==> src/rtl/inst_fetch.sv <==
// Instruction-fetch stage: holds the PC, fetches from a variable-latency memory, computes next PC.
// Optional macro FETCH_PERF_EN adds a 32-bit fetch_count of accepted instructions.
module inst_fetch #(
    parameter logic [31:0] RESET_PC = 32'h0000_0000
) (
    input  logic        clk,
    input  logic        reset,
    output logic        imem_req,
    output logic [31:0] imem_addr,
    input  logic        imem_ack,
    input  logic [31:0] imem_rdata,
    output logic [31:0] inst,
    output logic [5:0]  op_code,
    output logic [31:0] inst_pc,
    output logic [31:0] pc_plus4,
    output logic        inst_valid,
    input  logic        inst_accept,
    input  logic        branch,
    input  logic        zero,
    input  logic        jump,
    output logic        fsm_state
`ifdef FETCH_PERF_EN
    ,
    output logic [31:0] fetch_count
`endif
);

    // Handshake: imem_addr is held while imem_req is high until the cycle imem_ack is seen;
    // inst/inst_pc/op_code are held while inst_valid is high until the cycle inst_accept is seen.
    typedef enum logic {
        S_FETCH = 1'b0,
        S_HOLD  = 1'b1
    } state_t;

    state_t      state, state_nxt;
    logic [31:0] pc, pc_nxt;
    logic [31:0] inst_nxt, inst_pc_nxt;
    logic [31:0] next_pc, branch_off, jump_tgt;
    logic        req_en;

    // req_en keeps imem_req low during reset and lets the first request issue
    // on the first clock edge after release.
    always_ff @(posedge clk or posedge reset) begin
        if (reset) begin
            state   <= S_FETCH;
            pc      <= RESET_PC;
            inst    <= 32'h0000_0000;
            inst_pc <= RESET_PC;
            req_en  <= 1'b0;
        end else begin
            state   <= state_nxt;
            pc      <= pc_nxt;
            inst    <= inst_nxt;
            inst_pc <= inst_pc_nxt;
            req_en  <= 1'b1;
        end
    end

    assign pc_plus4   = inst_pc + 32'd4;
    assign branch_off = {{14{inst[15]}}, inst[15:0], 2'b00};
    assign jump_tgt   = {pc_plus4[31:28], inst[25:0], 2'b00};

    always_comb begin
        next_pc = pc_plus4;
        if (jump) begin
            next_pc = jump_tgt;
        end else if (branch && zero) begin
            next_pc = pc_plus4 + branch_off;
        end
    end

    always_comb begin
        state_nxt   = state;
        pc_nxt      = pc;
        inst_nxt    = inst;
        inst_pc_nxt = inst_pc;
        imem_req    = 1'b0;
        inst_valid  = 1'b0;
        case (state)
            S_FETCH: begin
                imem_req = req_en;
                if (req_en && imem_ack) begin
                    inst_nxt    = imem_rdata;
                    inst_pc_nxt = pc;
                    state_nxt   = S_HOLD;
                end
            end
            S_HOLD: begin
                inst_valid = 1'b1;
                if (inst_accept) begin
                    pc_nxt    = next_pc;
                    state_nxt = S_FETCH;
                end
            end
            default: state_nxt = S_FETCH;
        endcase
    end

    assign imem_addr = pc;
    assign op_code   = inst[31:26];
    assign fsm_state = state;

`ifdef FETCH_PERF_EN
    always_ff @(posedge clk or posedge reset) begin
        if (reset) begin
            fetch_count <= 32'd0;
        end else if (state == S_HOLD && inst_accept) begin
            fetch_count <= fetch_count + 32'd1;
        end
    end
`endif

endmodule
==> config.mk <==
export PLATFORM = sky130hd
export DESIGN_NAME = inst_fetch
export DESIGN_NICKNAME = d
export VERILOG_FILES = /design/src/rtl/inst_fetch.sv
export SDC_FILE = /design/constraint.sdc
export NUM_CORES = 1
export LEC_CHECK = 0
export ABC_AREA = 1
export CAP_MARGIN = 25
export CORE_MARGIN = 2
export CORE_UTILIZATION = 50
export DETAILED_ROUTE_END_ITERATION = 6
export PLACE_DENSITY = 0.8
export SLEW_MARGIN = 20
export SYNTH_ARGS = -nofsm -noshare
export SYNTH_HDL_FRONTEND = slang
export SYNTH_SLANG_ARGS = --single-unit
export TNS_END_PERCENT = 10
==> constraint.sdc <==
create_clock -name clk -period 5 [get_ports clk]
set_input_delay 0.75 -clock clk [delete_from_list [all_inputs] [get_ports clk]]
set_output_delay 0.75 -clock clk [all_outputs]
set_load 0.01 [all_outputs]
==> flow_summary.json <==
{
  "max_freq_mhz": 288,
  "slowest_stage": "clkdlybuf4s50_1",
  "end_kind": "output pin",
  "hold_path_end": "imem_addr[25]",
  "cts_buffer_depth": 2,
  "postCtsHoldBufs": 0,
  "antenna_found_initial": 1,
  "path_max_fanout": 7,
  "clock_latency_ns": 0.35,
  "gr-total-overflow": 0,
  "yosys_most_used_dff": "dfrtp_1",
  "grt_setup_unrepaired": "no",
  "root_buffer": "clkbuf_16",
  "rows": 44,
  "critical_path_class": "reg2out",
  "relSlewSlack": 0.429,
  "period_needed_ns": 3.48,
  "met3_usage": 0.0616,
  "p_per_area_nw_per_um2": 562,
  "syn-cell-area_um2": 7540,
  "use_met1": 0.449,
  "ctsResizeCount": 0,
  "track_usage": 0.316,
  "hp-start": "imem_addr[25]",
  "final_max_slew_viol_count": 0,
  "layout_setup_ws_ns": 1.52,
  "cp.arrival_ns": 2.73,
  "p_leak_nw": 5.13,
  "port_buffers": 175,
  "crit_chain": "ha_1 -> nand3_2 -> nor2_2 -> nand2_2 -> nor2_1 -> xor2_1 -> clkdlybuf4s50_1",
  "critPathMaxStageDelay_ns": 0.70,
  "p_total_mw": 5.48,
  "first_pass_iters": 7,
  "synth_area_leaders": "dfrtp_1 (33%), nand2_1 (20%), inv_1 (9.1%)",
  "fill_cells": 1308,
  "status": "complete, no violations",
  "yosys_warnings": 0,
  "ir_worst_vdd_v": 0.000326,
  "cts_sinks": 98,
  "routedWlPerCell_um": 16.8,
  "synthArstFlopShare": 1.00,
  "syn_to_final_growth_pct": 29.4,
  "cpLargestDelayFamily": "buffers and inverters",
  "hold_path_depth": 2,
  "synth.largest_area_cell": "dfrtp_1",
  "r2r_setup_slack_ns": 1.63,
  "postRouteAntennaNets": 0,
  "grt-busiest-layer": "met2",
  "place_ws_ns": 1.70,
  "layout-drive-gt1-share": 0.0619,
  "drt-total-wl_um": 25300,
  "synth_edf_count": 0,
  "hold_viol": 0,
  "synthTopCellsByCount": "nand2_1 (405), inv_1 (182), nor2_1 (125), dfrtp_1 (98), nand3_1 (74)",
  "synth_nets": 1238,
  "post_drt_via_cell_ratio": 5.33,
  "timing.hold.ws_ns": 0.508,
  "grt_start_max_net_pins": 70,
  "final-seq-area_um2": 2450,
  "synth_seq_area_share": 0.325,
  "multi_input_area_um2": 4230,
  "fp.dieH_um": 127,
  "die_x_um": 127,
  "h-tree-depth": 3,
  "post_cts_buffers": 0,
  "worstPathRequired_ns": 4.25,
  "clkTransAtPathRegs_ns": 0.07,
  "numCtsBuffers": 9,
  "worstMarginPinSlew_ns": 0.856,
  "yosys_register_bits": 98,
  "r2r_start": "inst_pc[2]",
  "fin_setup_tns_ns": 0,
  "grt_first_pass_wirelength_um": 39400,
  "yosysMostFrequentCell": "nand2_1",
  "hpwl_um": 20200,
  "setup_viol": 0,
  "critPathBufInv": 1,
  "drv_cap": 0,
  "yosysUniqueCellTypes": 34,
  "vias": 8043,
  "hold_class": "reg2reg",
  "fin_nets": 1396,
  "use_met2": 0.483,
  "cts_tree": "built",
  "worstSetupStartpointType": "register",
  "clock_skew_ns": 0.00877,
  "fp.dieArea_um2": 16100,
  "finalCritPeriodShare": 0.695,
  "r2r_end": "imem_addr[31]",
  "r2r_cells": 22,
  "synth.top_cell.area_share": 0.325,
  "place_congestion": 0.970,
  "drc": 0,
  "final_core_util": 0.666,
  "first_iter_violations": 718,
  "core_um2": 14600,
  "initial_core_util": 0.515,
  "grt_pass1_vias": 7415,
  "ioPinCount": 176,
  "syn_avg_cell_area_um2": 6.49,
  "syn_inst": 1162
}
[area by class of cell]
type	count	area share
repair buffers	183	0.186
inverters	184	0.0710
multi-input cells	844	0.434
diodes	1	0.000256
clock inverters	6	0.0101
well taps	184	0.0236
clock buffers	10	0.0235
flip-flops and latches	98	0.251
[report_power, final]
group          leakage (nW)  switching (mW)  internal (mW)  total (mW)
combinational          3.82            1.96           1.41        3.37
sequential             1.15           0.317           1.03        1.35
clock                 0.157           0.318          0.447       0.765
total                  5.13            2.59           2.89        5.48
[per-stage QoR]
stage | area, um^2 | std cells
floorplan | 7540 | 1162
global route | 9760 | 1509
detailed placement | 9410 | 1492
CTS | 9740 | 1508
global placement | 9410 | 1492
finish | 9760 | 1510
[cell families (layout without fill, tap and decap cells)]
logic type / Yosys count / after routing / synth area share
compound gates: 107 / 107 / 0.0736
fa+ha+maj: 37 / 37 / 0.0624
simple gates: 653 / 653 / 0.360
flops: 98 / 98 / 0.325
buf+inv: 220 / 383 / 0.115
xor+xnor: 19 / 19 / 0.0231
mux: 27 / 27 / 0.0403
other cells: 1 / 2 / 0.000497
[flip-flops by register name, summed over array words and instances, names as in the netlist]
| signal | flops |
|---|---|
| inst | 32 |
| inst_pc | 32 |
| imem_addr | 32 |
| req_en | 1 |
| fsm_state | 1 |
[cells in the final DEF, fill, tap and decap left out, types with 22 or more instances in the layout]
cell type,instances
a21oi_1,72
clkdlybuf4s50_1,175
dfrtp_1,98
ha_1,36
inv_1,181
mux2_2,27
nand2_1,404
nand3_1,74
nor2_1,125
o21ai_0,22
[how the worst max path moves through the flow]
stage                     from            end  slack, ns  depth (start not counted)
floorplan                reset      fsm_state       1.69                          1
global placement    inst_pc[2]  imem_addr[27]       1.78                         21
detailed placement  inst_pc[2]  imem_addr[27]       1.70                         21
CTS                 inst_pc[2]   pc_plus4[18]       1.54                          8
global route        inst_pc[2]   pc_plus4[16]       1.40                          7
finish              inst_pc[2]   pc_plus4[16]       1.52                          7
[worst min-delay path, delay by kind of cell (launching register included)]
| family | cells | cell delay, ns |
|---|---|---|
| flops | 1 | 0.36 |
| simple gates | 2 | 0.12 |
[layer usage]
metal | vias up | wire [um]
met5 | - | 0
met4 | 0 | 862
met3 | 64 | 2410
met2 | 411 | 11000
met1 | 3672 | 11000
li1 | 3896 | -
Power figures use the tool's default switching activity.
